**config.mk**
```make
export PLATFORM = sky130hd
export DESIGN_NAME = eth_ingress_pkt_buf_flat
export DESIGN_NICKNAME = d
export VERILOG_FILES = /design/src/rtl/eth_ingress_pkt_buf_pkg.sv /design/src/rtl/eth_ingress_pkt_buf_if.sv /design/src/rtl/eth_ingress_pkt_buf_ram.sv /design/src/rtl/eth_ingress_pkt_buf.sv /design/src/flat_wrapper.sv
export SDC_FILE = /design/constraint.sdc
export NUM_CORES = 1
export LEC_CHECK = 0
export CAP_MARGIN = 5
export CORE_ASPECT_RATIO = 1.1
export CORE_MARGIN = 2
export CORE_UTILIZATION = 55
export DETAILED_ROUTE_END_ITERATION = 10
export GPL_TIMING_DRIVEN = 0
export PLACE_DENSITY = 0.73
export RECOVER_POWER = 50
export SLEW_MARGIN = 20
export SYNTH_ARGS = -nofsm -noshare
export SYNTH_HDL_FRONTEND = slang
export SYNTH_SLANG_ARGS = --single-unit
```
**constraint.sdc**
```tcl
create_clock -name clk -period 5.7 [get_ports clk]
set_input_delay 0.57 -clock clk [delete_from_list [all_inputs] [get_ports clk]]
set_output_delay 0.57 -clock clk [all_outputs]
set_load 0.01 [all_outputs]
```
**src/rtl/eth_ingress_pkt_buf_pkg.sv**
```systemverilog
// Shared types for the Ethernet ingress packet buffer.
package eth_ingress_pkt_buf_pkg;

  localparam int WORD_W = 32;

  // One buffer entry: packet delimiters travel alongside the data word.
  typedef struct packed {
    logic              sop;
    logic              eop;
    logic [WORD_W-1:0] data;
  } eth_word_t;

  // Write-side packet FSM.
  typedef enum logic [1:0] {
    IDLE,
    IN_PKT,
    DROP
  } eth_wr_state_e;

endpackage

```
**src/rtl/eth_ingress_pkt_buf_if.sv**
```systemverilog
// Port-side and core-side signals of one ingress buffer instance.
interface eth_ingress_pkt_buf_if #(
  parameter int CNT_W = 16
);
  import eth_ingress_pkt_buf_pkg::*;

  logic [WORD_W-1:0] inData;
  logic              inSop;
  logic              inEop;
  logic              portStall;
  logic [WORD_W-1:0] outData;
  logic              outSop;
  logic              outEop;
  logic              outValid;
  logic              upStall;
  logic [CNT_W-1:0]  dropCnt;
  logic [CNT_W-1:0]  pktCnt;

  // Environment side: drives the ingress stream and the core stall.
  modport master (
    output inData, inSop, inEop, portStall,
    input  outData, outSop, outEop, outValid, upStall, dropCnt, pktCnt
  );

  // Buffer side.
  modport slave (
    input  inData, inSop, inEop, portStall,
    output outData, outSop, outEop, outValid, upStall, dropCnt, pktCnt
  );

endinterface

```
**src/rtl/eth_ingress_pkt_buf_ram.sv**
```systemverilog
// Simple dual-port packet storage: synchronous write, asynchronous read.
module eth_sdp_ram
  import eth_ingress_pkt_buf_pkg::*;
#(
  parameter  int DEPTH  = 16,
  localparam int ADDR_W = $clog2(DEPTH)
) (
  input  logic              clk,
  input  logic              i_we,
  input  logic [ADDR_W-1:0] i_wrAddr,
  input  eth_word_t         i_wrData,
  input  logic [ADDR_W-1:0] i_rdAddr,
  output eth_word_t         o_rdData
);

  eth_word_t r_mem [DEPTH];

  // Store one entry per enabled write cycle.
  always_ff @(posedge clk) begin
    if (i_we) begin
      r_mem[i_wrAddr] <= i_wrData;
    end
  end

  assign o_rdData = r_mem[i_rdAddr];

endmodule

```
**src/rtl/eth_ingress_pkt_buf.sv**
```systemverilog
// Store-and-forward ingress buffer: only fully received packets are released to the core.
module eth_ingress_pkt_buf
  import eth_ingress_pkt_buf_pkg::*;
#(
  parameter int DEPTH        = 16,
  parameter int STALL_THRESH = 4,
  parameter int CNT_W        = 16
) (
  input logic            clk,
  input logic            reset_n,
  eth_ingress_pkt_buf_if.slave bus
);

  localparam int ADDR_W = $clog2(DEPTH);
  localparam int PTR_W  = ADDR_W + 1;

  typedef logic [PTR_W-1:0] ptr_t;

  localparam ptr_t DEPTH_P  = ptr_t'(DEPTH);
  localparam ptr_t THRESH_P = ptr_t'(STALL_THRESH);
  localparam ptr_t ONE_P    = ptr_t'(1);

  eth_wr_state_e     r_state, w_stateNext;
  ptr_t              r_wrPtr, r_rdPtr, r_commitPtr;
  ptr_t              w_wrPtrNext, w_rdPtrNext, w_commitPtrNext;
  ptr_t              w_base, w_occBase, w_occNext, w_free;
  logic              w_we, w_full, w_wantWrite, w_abort, w_fullDrop, w_commit, w_rd;
  logic [CNT_W-1:0]  r_dropCnt, r_pktCnt, w_dropNext, w_pktNext;
  eth_word_t         w_wrWord, w_rdWord;
  logic [WORD_W-1:0] r_outData;
  logic              r_outSop, r_outEop, r_outValid, r_upStall;

  // Write FSM: decides whether the incoming word is stored, committed or discarded.
  // An aborted packet rewinds to commitPtr so the new SOP overwrites the orphaned words.
  always_comb begin
    w_stateNext     = r_state;
    w_we            = 1'b0;
    w_abort         = 1'b0;
    w_fullDrop      = 1'b0;
    w_commit        = 1'b0;
    w_wantWrite     = 1'b0;
    w_base          = r_wrPtr;
    w_wrPtrNext     = r_wrPtr;
    w_commitPtrNext = r_commitPtr;
    w_wrWord        = '{sop: bus.inSop, eop: bus.inEop, data: bus.inData};
    unique case (r_state)
      IDLE: begin
        w_wantWrite = bus.inSop;
      end
      IN_PKT: begin
        w_wantWrite = 1'b1;
        if (bus.inSop) begin
          w_abort = 1'b1;
          w_base  = r_commitPtr;
        end
      end
      DROP: begin
        if (bus.inSop) begin
          w_wantWrite = 1'b1;
        end else if (bus.inEop) begin
          w_stateNext = IDLE;
        end
      end
      default: w_stateNext = IDLE;
    endcase
    w_occBase = w_base - r_rdPtr;
    w_full    = (w_occBase == DEPTH_P);
    if (w_wantWrite) begin
      if (w_full) begin
        w_fullDrop  = 1'b1;
        w_wrPtrNext = r_commitPtr;
        w_stateNext = bus.inEop ? IDLE : DROP;
      end else begin
        w_we        = 1'b1;
        w_wrPtrNext = w_base + ONE_P;
        if (bus.inEop) begin
          w_commit        = 1'b1;
          w_commitPtrNext = w_base + ONE_P;
          w_stateNext     = IDLE;
        end else begin
          w_stateNext = IN_PKT;
        end
      end
    end
  end

  // Next values of the drop (saturating) and packet (wrapping) counters.
  always_comb begin
    w_dropNext = r_dropCnt;
    if (w_abort && (w_dropNext != '1)) begin
      w_dropNext = w_dropNext + CNT_W'(1);
    end
    if (w_fullDrop && (w_dropNext != '1)) begin
      w_dropNext = w_dropNext + CNT_W'(1);
    end
    w_pktNext = w_commit ? (r_pktCnt + CNT_W'(1)) : r_pktCnt;
  end

  assign w_rd        = (r_rdPtr != r_commitPtr) && !bus.portStall;
  assign w_rdPtrNext = w_rd ? (r_rdPtr + ONE_P) : r_rdPtr;
  assign w_occNext   = w_wrPtrNext - w_rdPtrNext;
  assign w_free      = DEPTH_P - w_occNext;

  eth_sdp_ram #(.DEPTH(DEPTH)) u_ram (
    .clk      (clk),
    .i_we     (w_we),
    .i_wrAddr (w_base[ADDR_W-1:0]),
    .i_wrData (w_wrWord),
    .i_rdAddr (r_rdPtr[ADDR_W-1:0]),
    .o_rdData (w_rdWord)
  );

  // State, pointers, counters and registered outputs.
  always_ff @(posedge clk) begin
    if (!reset_n) begin
      r_state     <= IDLE;
      r_wrPtr     <= '0;
      r_rdPtr     <= '0;
      r_commitPtr <= '0;
      r_dropCnt   <= '0;
      r_pktCnt    <= '0;
      r_outData   <= '0;
      r_outSop    <= 1'b0;
      r_outEop    <= 1'b0;
      r_outValid  <= 1'b0;
      r_upStall   <= 1'b0;
    end else begin
      r_state     <= w_stateNext;
      r_wrPtr     <= w_wrPtrNext;
      r_rdPtr     <= w_rdPtrNext;
      r_commitPtr <= w_commitPtrNext;
      r_dropCnt   <= w_dropNext;
      r_pktCnt    <= w_pktNext;
      r_upStall   <= (w_free < THRESH_P);
      if (w_rd) begin
        r_outData  <= w_rdWord.data;
        r_outSop   <= w_rdWord.sop;
        r_outEop   <= w_rdWord.eop;
        r_outValid <= 1'b1;
      end else begin
        r_outSop   <= 1'b0;
        r_outEop   <= 1'b0;
        r_outValid <= 1'b0;
      end
    end
  end

  assign bus.outData  = r_outData;
  assign bus.outSop   = r_outSop;
  assign bus.outEop   = r_outEop;
  assign bus.outValid = r_outValid;
  assign bus.upStall  = r_upStall;
  assign bus.dropCnt  = r_dropCnt;
  assign bus.pktCnt   = r_pktCnt;

endmodule

```
**src/flat_wrapper.sv**
```systemverilog
// flat-port wrapper written by rule: the top's interface ports become plain ports
module eth_ingress_pkt_buf_flat import eth_ingress_pkt_buf_pkg::*;
#(
  parameter int DEPTH        = 16,
  parameter int STALL_THRESH = 4,
  parameter int CNT_W        = 16
)
  (clk, reset_n, bus_inData, bus_inSop, bus_inEop, bus_portStall, bus_outData, bus_outSop, bus_outEop, bus_outValid, bus_upStall, bus_dropCnt, bus_pktCnt);
  eth_ingress_pkt_buf_if #(.CNT_W(CNT_W)) bus_i ();
  input logic clk;
  input logic reset_n;
  input wire logic [$bits(bus_i.inData)-1:0] bus_inData;
  input wire logic [$bits(bus_i.inSop)-1:0] bus_inSop;
  input wire logic [$bits(bus_i.inEop)-1:0] bus_inEop;
  input wire logic [$bits(bus_i.portStall)-1:0] bus_portStall;
  output wire logic [$bits(bus_i.outData)-1:0] bus_outData;
  output wire logic [$bits(bus_i.outSop)-1:0] bus_outSop;
  output wire logic [$bits(bus_i.outEop)-1:0] bus_outEop;
  output wire logic [$bits(bus_i.outValid)-1:0] bus_outValid;
  output wire logic [$bits(bus_i.upStall)-1:0] bus_upStall;
  output wire logic [$bits(bus_i.dropCnt)-1:0] bus_dropCnt;
  output wire logic [$bits(bus_i.pktCnt)-1:0] bus_pktCnt;
  assign bus_i.inData = bus_inData;
  assign bus_i.inSop = bus_inSop;
  assign bus_i.inEop = bus_inEop;
  assign bus_i.portStall = bus_portStall;
  assign bus_outData = bus_i.outData;
  assign bus_outSop = bus_i.outSop;
  assign bus_outEop = bus_i.outEop;
  assign bus_outValid = bus_i.outValid;
  assign bus_upStall = bus_i.upStall;
  assign bus_dropCnt = bus_i.dropCnt;
  assign bus_pktCnt = bus_i.pktCnt;
  eth_ingress_pkt_buf #(.DEPTH(DEPTH), .STALL_THRESH(STALL_THRESH), .CNT_W(CNT_W)) u_core (.clk(clk), .reset_n(reset_n), .bus(bus_i));
endmodule
```
==> flow_summary_export.csv, run 1 <==
group,metric,value,unit
outcome,outcome,"finished clean",
timing,fmax,186,MHz
logic_synthesis,post-synth-top-area-cell,"edfxtp_1",
logic_synthesis,yosysSeqAreaShare,0.715,
logic_synthesis,ys.flop_type,"edfxtp_1",
logic_synthesis,syn_inst,1374,
placement,port_buffers,104,
logic_synthesis,synth.top_cell.area_share,0.648,
flow_run,timing.max_cap.violations,0,
clocking,cts-root-buf,"clkbuf_16",
floorplan,design.die.area,0.0476,mm2
finish,final_area,0.0291,mm2
logic_synthesis,syn_area_per_cell,18.4,um2
worst_setup_path,path_cells,"clkdlybuf4s15_2, nand3b_1, buf_2, clkbuf_2, mux2i_2, inv_1, ha_1, o21ai_0, a21oi_1, or4_1, a21oi_2, nand2_1, a21oi_1, a21oi_1, ha_1, inv_1, a31o_2, fa_1, xor2_1, and3_1, or3b_1, mux2i_1",
worst_setup_path,cp.arrival,5.94,ns
routing,via_per_inst,6.27,
clocking,cts.path.max_buffers,3,
placement,placed_cell_area,0.0271,mm2
timing,setup_viol,0,
placement,hpwlAfterDp,33400,um
grt,grt_pass1_vias,13438,
worst_setup_path,cpMaxStageDelayCell,"or4_1",
finish,layout-drive-gt1-share,0.195,
timing,rsz0062_at_grt,"false",
routing,drt-total-wl,58200,um
pwr,p_comb_frac,0.235,
floorplan,rows,82,
pwr,swShare,0.275,
worst_setup_path,worstSetupStartpointType,"primary input",
finish,multi_input_area,0.00688,mm2
grt,antenna_found_initial,8,
placement,gp_congestion,0.855,
logic_synthesis,async_flop_share,0,
finish,regArea,0.0180,mm2
grt,grt_usage,0.247,
floorplan,die_x,208,um
clocking,cts_max_level,2,
finish,final_cell_mix,"edfxtp_1, mux4_2, nand2_1",
clocking,clock_latency,0.64,ns
routing,final_antenna_net_count,0,
grt,grt_max_degree,35,
routing,avgRoutedWirePerCell,26.7,um
pwr,clkPwrFrac,0.312,
finish,syn_to_final_growth,15.2,%
worst_setup_path,required,6.27,ns
worst_setup_path,path_common_cell,"a21oi_1",
finish,n_fill_cell,3142,
worst_setup_path,path_class,"in2reg",
routing,vias,13687,
routing,drcViolationCount,0,
grt,grt_pass1_wl,85900,um
clocking,tritoncts,"done",
finish,final_nets,1603,
pwr,internal_power,8.91,mW
worst_setup_path,cp_max_fo,22,
timing,worst_pin_slew,1.06,ns
timing,slew_headroom,0.294,
finish,final_core_util,0.639,
timing,finalHoldViolations,0,
clocking,cts_inserted_buffers,59,
clocking,clk_pin_slew,0.06,ns
pwr,power_density,423,mW/mm2
pwr,pwr-share-seq,0.453,
worst_setup_path,cpPeakStageDelay,0.58,ns
pwr,switching_power,3.37,mW
floorplan,ios,105,
grt,grt.overflow.total,0,
timing,clock_skew,0.0256,ns
min_path,hold_class,"reg2reg",
logic_synthesis,synthTopCellsByArea,"edfxtp_1, mux4_2, dfxtp_1",
logic_synthesis,yosys_warnings,0,
clocking,clock-sinks,629,
floorplan,die_h,229,um
timing,final.min_clock_period,5.37,ns
placement,numPlacedInstances,2070,
logic_synthesis,synth.distinct_cells,71,
worst_setup_path,worst_setup_path_end_kind,"flop",
logic_synthesis,syn_area,0.0252,mm2
timing,fin_crit_sh,0.942,
routing,drt_first_pass_iters,6,
floorplan,initial_utilization,0.555,
logic_synthesis,synth_edf_count,544,
floorplan,coreArea,0.0455,mm2
timing,final_max_slew_viol_count,0,
finish,mostFrequentLayoutCell,"edfxtp_1",
pwr,ir_drop,0.305,mV
routing,drtIter0Drc,1671,
logic_synthesis,synth_fp_nets,1430,
logic_synthesis,ys_ff_latch,629,
finish,stdcell_count,2183,
pwr,cellLeakagePower,9.33,nW
clocking,ctsHoldBuffers,0,
==> layout make-up <==
class | count | share of cell area
clock inverter | 25 | 0.00883
sequential | 629 | 0.621
inverter | 22 | 0.00284
buffer | 68 | 0.00960
multi-input combinational | 655 | 0.237
clock buffer | 81 | 0.0551
antenna | 3 | 0.000258
timing repair buffer | 112 | 0.0402
tap | 588 | 0.0253
==> final timing paths <==
| check | cells past startpoint | start | endpoint | slack, ns |
|---|---|---|---|---|
| max | 22 | bus_inSop | u_core.bus.upStall$_SDFF_PN0_ | 0.33 |
| min | 2 | u_core.bus.outData[23]$_SDFFE_PN0P_ | u_core.bus.outData[23]$_SDFFE_PN0P_ | 0.45 |
| max reg2reg | 21 | u_core.r_state[1]$_SDFFE_PN0P_ | u_core.bus.upStall$_SDFF_PN0_ | 0.37 |
| min reg2reg | 2 | u_core.bus.outData[23]$_SDFFE_PN0P_ | u_core.bus.outData[23]$_SDFFE_PN0P_ | 0.45 |
==> cell usage after synthesis (3+ instances only) <==
cell type    n
a211oi_1     6
a21o_1       3
a21oi_1     64
a31o_2       3
a31oi_1      6
a32oi_1      3
and2_1      21
and3_1      11
and3b_1      3
buf_1       19
buf_2        8
clkbuf_1    40
dfxtp_1     85
edfxtp_1   544
ha_1        18
inv_1       21
mux2_2       4
mux2i_1     13
mux4_2     170
nand2_1    103
nand2b_1     6
nand3_1     12
nand3b_1     5
nand4_1     14
nor2_1      48
nor2b_1      5
nor3_1      21
nor4_1       3
o21a_1       3
o21ai_0     15
o22ai_1      4
o31ai_1      3
or3_1        4
xnor2_1     29
xor2_1      13
==> worst max-delay path: cells and delay by family <==
family                     cells  cell delay (ns)
buffers and inverters          5             1.23
adders and majority gates      3             1.01
xor gates and xnor gates       1             0.15
and+or+nand+nor                5             1.43
AOI/OAI and AO/OA              6             1.04
muxes                          2             0.51
==> power by group through the flow <==
stage	logic, mW	clock network, mW	registers (mW)
floorplan	1.89	0	5.67
global placement	2.83	0	5.66
detailed placement	2.91	0	5.66
CTS	2.93	3.87	5.57
global route	3.08	4.03	5.60
finish	2.89	3.83	5.57
==> stage by stage <==
| step | TNS, ns | worst slack (ns) | hold slack [ns] | total power, mW |
|---|---|---|---|---|
| floorplan | 0 | 0.596 | 0.474 | 7.56 |
| global placement | -975.31 | -1.84 | 0.442 | 8.50 |
| detailed placement | -438.01 | -1.47 | 0.447 | 8.57 |
| CTS | 0 | 0.0864 | 0.455 | 12.4 |
| global route | 0 | 0.0366 | 0.475 | 12.7 |
| finish | 0 | 0.333 | 0.448 | 12.3 |
==> what timing repair did <==
item,CTS,global route
buffers inserted,0,2
gates cloned,0,0
pin swaps,0,1
setup endpoints to repair,507,1
gates resized for setup,5,8
==> flip-flops by register name (all words and copies together), names as in the netlist <==
register / flops
u_core.bus.outData: 32
u_core.r_wrPtr: 5
u_core.bus.dropCnt: 16
u_core.r_state: 2
u_core.bus.outSop: 1
u_core.r_rdPtr: 5
u_core.bus.pktCnt: 16
u_core.r_commitPtr: 5
u_core.bus.outEop: 1
u_core.u_ram.r_mem: 544
u_core.bus.upStall: 1
u_core.bus.outValid: 1
==> kinds of logic (layout without fill, tap and decap cells) <==
family / count (synthesis) / in the layout / synth area share
simple gates: 271 / 271 / 0.0531
xor+xnor: 43 / 43 / 0.0155
other cells: 0 / 3 / 0
flops: 629 / 629 / 0.715
buf+inv: 90 / 308 / 0.0138
mux: 187 / 187 / 0.159
fa+ha+maj: 19 / 19 / 0.00972
compound gates: 135 / 135 / 0.0342
==> metal layers <==
layer,GRT usage,up-vias,share of wire
met5,0,-,0.00057
met4,0.0776,6,0.025
met3,0.0477,105,0.077
met2,0.408,625,0.50
met1,0.338,7074,0.40
li1,-,5877,-
Note: power is estimated with default switching activity, not from simulation.
==> inputs of run 2 (changes only) <==
- CORE_UTILIZATION: 55 -> 35
- PLACE_DENSITY: 0.73 -> unset
==> flow_summary_export.csv, run 2 (synthesized netlist as in run 1, its figures left out) <==
group,metric,value,unit
outcome,outcome,"finished clean",
min_path,hold_end,"u_core.bus.outData[24]$_SDFFE_PN0P_",
worst_setup_path,worst_setup_path_end_kind,"flop",
finish,final_area,0.0299,mm2
routing,vias,13595,
worst_setup_path,critical-path-top-delay-family,"buffers and inverters",
floorplan,die_h,286,um
timing,finalHoldViolations,0,
placement,gp_congestion,0.821,
floorplan,design.die.area,0.0742,mm2
timing,hold_slack,0.452,ns
flow_run,timing.max_cap.violations,0,
pwr,p_comb_frac,0.222,
finish,final_nets,1610,
routing,final_antenna_net_count,0,
worst_setup_path,crit_buf_inv,5,
finish,syn_to_final_growth,18.7,%
pwr,internal_power,9.49,mW
floorplan,coreArea,0.0715,mm2
routing,avgRoutedWirePerCell,24.1,um
finish,largest_reg_flops,544,
finish,diodes,0,
min_path,min_from,"u_core.bus.outData[24]$_SDFFE_PN0P_",
worst_setup_path,required,6.22,ns
clocking,clock-sinks,629,
placement,placed_cell_area,0.0276,mm2
pwr,cellLeakagePower,9.56,nW
worst_setup_path,cpPeakStageDelay,0.64,ns
grt,antenna_found_initial,6,
worst_setup_path,reg2reg_slack,0.37,ns
timing,fin_crit_sh,0.935,
routing,drcViolationCount,0,
pwr,clkPwrFrac,0.351,
worst_setup_path,cp.arrival,5.85,ns
min_path,whs_path_depth,2,
timing,clock_skew,0.0274,ns
timing,rsz0062_at_grt,"false",
clocking,ctsHoldBuffers,0,
grt,grt_usage,0.166,
grt,grt_pass1_wl,90400,um
pwr,pwr-share-seq,0.427,
placement,hpwlAfterDp,35400,um
pwr,power_density,436,mW/mm2
timing,fmax,188,MHz
routing,drt_first_pass_iters,5,
worst_setup_path,cpMaxStageDelayCell,"clkbuf_1",
worst_setup_path,r2r_cells,20,
routing,via_per_inst,5.32,
finish,mostFrequentLayoutCell,"edfxtp_1",
floorplan,die_x,260,um
routing,drt-total-wl,61500,um
grt,grt_pass1_vias,13760,
floorplan,initial_utilization,0.353,
worst_setup_path,path_class,"reg2reg",
finish,n_fill_cell,6321,
pwr,total_power,13.0,mW
worst_setup_path,r2r-end,"u_core.bus.upStall$_SDFF_PN0_",
timing,final.min_clock_period,5.33,ns
timing,setup_viol,0,
clocking,clock_latency,0.60,ns
pwr,switching_power,3.55,mW
clocking,cts_max_level,3,
worst_setup_path,worstSetupStartpointType,"flop",
grt,grt_max_degree,35,
finish,layout-drive-gt1-share,0.210,
timing,slew_headroom,0.294,
floorplan,ios,105,
placement,port_buffers,104,
grt,grt.overflow.total,0,
clocking,tritoncts,"done",
pwr,swShare,0.272,
worst_setup_path,r2r_start,"u_core.r_rdPtr[2]$_SDFF_PN0_",
clocking,cts_inserted_buffers,68,
routing,drtIter0Drc,1433,
floorplan,rows,103,
pwr,ir_drop,0.242,mV
timing,final_max_slew_viol_count,0,
clocking,clk_pin_slew,0.06,ns
finish,final_cell_mix,"edfxtp_1, mux4_2, nand2_1",
clocking,cts.path.max_buffers,3,
worst_setup_path,cp_max_fo,10,
finish,regMostFlops,"u_core.u_ram.r_mem",
timing,worst_pin_slew,1.06,ns
worst_setup_path,path_cells,"clkbuf_1, clkbuf_2, inv_1, ha_1, and3b_1, o21a_1, o2111ai_1, a21o_1, buf_2, nand2_1, a21oi_1, a21oi_1, ha_1, inv_1, a31o_2, fa_1, xor2_1, and3_1, or3b_1, mux2i_1",
min_path,hold_class,"reg2reg",
clocking,cts-root-buf,"clkbuf_16",
==> run 2: changes by cell type in the layout (fill, tap and decap cells not counted), sizes merged <==
cell,change
clkdlybuf4s15,-1
diode,-3
buf,-1
clkbuf,+9
bufinv,+4
inv,+2
clkinv,+5
==> run 2: repair_timing <==
item / in CTS / in global routing
endpoints found under the setup margin: 545 / 1
gates resized for setup: 6 / 9
pin swaps: 0 / 1
buffers inserted: 0 / 2
endpoints found under the hold margin: 0 / 0
==> run 2: power by group through the flow <==
stage / Combinational (mW) / Sequential, mW / Clock (mW)
final: 2.89 / 5.57 / 4.57
after global routing: 3.13 / 5.61 / 4.82
after CTS: 2.98 / 5.58 / 4.66
after detailed placement: 2.97 / 5.67 / 0
after global placement: 2.91 / 5.68 / 0
after floorplan: 1.89 / 5.67 / 0
==> run 2: how the worst max path moves through the flow <==
stage	depth (start not counted)	startpoint	slack, ns	endpoint
2_1_floorplan	21	bus_inSop	0.60	u_core.bus.upStall$_SDFF_PN0_
5_1_grt	18	u_core.r_rdPtr[2]$_SDFF_PN0_	0.06	u_core.bus.upStall$_SDFF_PN0_
6_report	20	u_core.r_rdPtr[2]$_SDFF_PN0_	0.37	u_core.bus.upStall$_SDFF_PN0_
4_1_cts	22	bus_inSop	0.06	u_core.bus.upStall$_SDFF_PN0_
3_5_place_dp	22	bus_inSop	-1.58	u_core.bus.upStall$_SDFF_PN0_
3_3_place_gp	15	bus_inSop	-2.02	u_core.u_ram.r_mem[14][10]$_DFFE_PP_
==> run 2: per-stage QoR <==
step	std cells	utilization	setup slack (ns)	TNS, ns
2_1_floorplan	1374	-	0.596	0
3_3_place_gp	2423	0.384	-2.02	-1051.80
3_5_place_dp	2427	0.386	-1.58	-531.16
4_1_cts	2553	0.418	0.0634	0
5_1_grt	2555	0.419	0.0596	0
6_report	2555	0.419	0.370	0
==> run 2: final cells by class <==
type | count | area [um2] | area share
Sequential cell | 629 | 18000 | 0.603
Clock buffer | 90 | 1890 | 0.0631
Timing Repair Buffer | 110 | 1130 | 0.0378
Buffer | 68 | 288 | 0.00961
Multi-Input combinational cell | 655 | 6890 | 0.230
Inverter | 22 | 82.6 | 0.00276
Clock inverter | 36 | 434 | 0.0145
Tap cell | 945 | 1180 | 0.0395
==> run 2: worst reg2reg max path, delay by kind of cell (launching register included) <==
| family | cells | cell delay (ns) |
|---|---|---|
| mux | 1 | 0.15 |
| fa+ha+maj | 3 | 1.00 |
| xor+xnor | 1 | 0.16 |
| buf+inv | 5 | 1.58 |
| compound gates | 6 | 1.19 |
| simple gates | 4 | 0.79 |
| flops | 1 | 0.38 |
==> run 2: routing by layer <==
metal / vias up / global-route usage / wire [um]
met3: 81 / 0.0273 / 3600
met4: 6 / 0.0425 / 984
met5: - / 0 / 37
met1: 7130 / 0.234 / 27000
met2: 465 / 0.269 / 29900
li1: 5913 / - / -
==> inputs of run 3 (changes only) <==
- clock period: 5.7 -> 4.5 ns (I/O delays scaled with it)
==> flow_summary_export.csv, run 3 (synthesized netlist as in run 1, its figures left out) <==
group,metric,value,unit
outcome,outcome,"finished with violations",
outcome,violations,"negative setup slack",
grt,grt_usage,0.167,
pwr,p_comb_frac,0.238,
timing,rsz0062_at_grt,"true",
routing,drcViolationCount,0,
worst_setup_path,cpMaxStageDelayCell,"or4_4",
floorplan,ios,105,
floorplan,initial_utilization,0.353,
min_path,whs_path_depth,1,
routing,drt-total-wl,61900,um
clocking,ctsHoldBuffers,0,
timing,finalHoldViolations,0,
worst_setup_path,critical-path-top-delay-family,"simple AND/OR/NAND/NOR gates",
worst_setup_path,worst_setup_path_end_kind,"flop",
worst_setup_path,r2r_start,"u_core.r_state[1]$_SDFFE_PN0P_",
pwr,swShare,0.279,
timing,final.min_clock_period,4.56,ns
grt,antenna_found_initial,9,
min_path,hold_end,"u_core.u_ram.r_mem[10][33]$_DFFE_PP_",
placement,numPlacedInstances,2423,
clocking,clock_latency,0.61,ns
routing,via_per_inst,5.29,
worst_setup_path,cp_max_fo,7,
timing,slew_headroom,0.241,
finish,largest_reg_flops,544,
placement,dpl_worst_slack,-1.77,ns
floorplan,die_h,286,um
worst_setup_path,worstSetupStartpointType,"flop",
routing,drtIter0Drc,1383,
worst_setup_path,path_cells,"nand3b_1, buf_6, clkbuf_16, mux2i_4, inv_2, ha_4, o21ai_2, a21oi_2, or4_4, a21oi_4, nand2_2, a21oi_2, a21oi_2, ha_1, inv_1, a31o_2, fa_2, and3_1, or3b_1, mux2i_1",
pwr,pwr-share-seq,0.428,
pwr,switching_power,4.62,mW
flow_run,timing.max_cap.violations,0,
placement,hpwlAfterDp,35500,um
clocking,clock-sinks,629,
worst_setup_path,path_class,"reg2reg",
finish,final_cell_mix,"edfxtp_1, mux4_2, nand2_1",
grt,grt_max_degree,35,
routing,vias,13555,
routing,drt_first_pass_iters,5,
finish,stdcell_count,2563,
worst_setup_path,required,5.02,ns
timing,clock_skew,0.0210,ns
worst_setup_path,reg2reg_slack,-0.06,ns
placement,gp_congestion,0.833,
finish,regMostFlops,"u_core.u_ram.r_mem",
worst_setup_path,cp.arrival,5.08,ns
timing,fin_ws,-0.0557,ns
worst_setup_path,r2r_cells,20,
timing,fmax,220,MHz
grt,grt.overflow.total,0,
pwr,cellLeakagePower,9.57,nW
clocking,tritoncts,"done",
pwr,ir_drop,0.334,mV
floorplan,design.die.area,0.0742,mm2
worst_setup_path,cpPeakStageDelay,0.56,ns
pwr,total_power,16.5,mW
floorplan,rows,103,
routing,avgRoutedWirePerCell,24.2,um
pwr,internal_power,11.9,mW
floorplan,die_x,260,um
timing,fin_crit_sh,1.01,
routing,final_antenna_net_count,0,
clocking,cts_inserted_buffers,68,
finish,final_core_util,0.420,
timing,setup_viol,1,
min_path,min_from,"bus_inSop",
grt,grt_pass1_wl,91100,um
worst_setup_path,crit_buf_inv,4,
clocking,clk_pin_slew,0.06,ns
pwr,clkPwrFrac,0.334,
clocking,cts-root-buf,"clkbuf_16",
worst_setup_path,r2r-end,"u_core.bus.upStall$_SDFF_PN0_",
worst_setup_path,path_common_cell,"a21oi_2",
timing,hold_slack,0.326,ns
floorplan,coreArea,0.0715,mm2
grt,grt_pass1_vias,13964,
placement,port_buffers,104,
timing,worst_pin_slew,1.14,ns
min_path,hold_class,"in2reg",
finish,final_nets,1617,
clocking,cts_max_level,3,
finish,mostFrequentLayoutCell,"edfxtp_1",
timing,final_max_slew_viol_count,0,
clocking,cts.path.max_buffers,3,
finish,syn_to_final_growth,19.2,%
finish,layout-drive-gt1-share,0.227,
pwr,power_density,549,mW/mm2
[run 3: cell types whose count changed in the layout (fill, tap and decap cells not counted), moves of 3 or more]
cell and change:
buf_4 +13, ha_4 +4, mux2i_4 +3, ha_1 -4, buf_12 -4, a21oi_1 -3, bufinv_16 -5, clkbuf_8 +3
[run 3: area by class of cell]
type	count	area, um2
clock inverter	32	339
tap	945	1180
inverter	22	82.6
antenna	2	5.00
multi-input combinational	655	7050
fill	6316	41500
timing repair buffer	118	1140
clock buffer	93	1890
sequential	629	18000
buffer	67	333
[run 3: per-layer routing]
metal / vias to the layer above / GRT usage / routed length, um
met4: 8 / 0.0372 / 971
met1: 7130 / 0.222 / 26400
met5: - / 0 / 55
met2: 398 / 0.286 / 31200
met3: 97 / 0.0308 / 3290
li1: 5922 / - / -
[run 3: worst max-delay path by stage]
stage	start	to	cells after the start
floorplan	bus_inSop	u_core.bus.upStall$_SDFF_PN0_	22
global placement	bus_inSop	u_core.u_ram.r_mem[15][14]$_DFFE_PP_	15
detailed placement	bus_inSop	u_core.bus.upStall$_SDFF_PN0_	23
CTS	u_core.r_state[1]$_SDFFE_PN0P_	u_core.bus.upStall$_SDFF_PN0_	21
global route	u_core.r_state[1]$_SDFFE_PN0P_	u_core.bus.upStall$_SDFF_PN0_	20
finish	u_core.r_state[1]$_SDFFE_PN0P_	u_core.bus.upStall$_SDFF_PN0_	20
[run 3: repair_timing]
item	CTS	global route
setup endpoints to repair	573	1
endpoints found under the hold margin	0	0
resized for setup	26	20
setup buffers	8	6
pin swaps	5	6
[run 3: power by group through the flow]
stage | Clock [mW] | Sequential [mW] | Combinational [mW]
finish | 5.52 | 7.07 | 3.93
global route | 5.86 | 7.11 | 4.23
detailed placement | 0 | 7.19 | 3.79
global placement | 0 | 7.19 | 3.71
floorplan | 0 | 7.19 | 2.41
CTS | 5.63 | 7.07 | 3.93
[run 3: metrics by stage]
stage / TNS [ns] / instance area [um2]
after floorplan: 0 / 25300
after global placement: -1307.66 / 27500
after detailed placement: -754.83 / 27500
after CTS: 0 / 29900
after global routing: -0.183 / 30100
final: -0.0557 / 30100
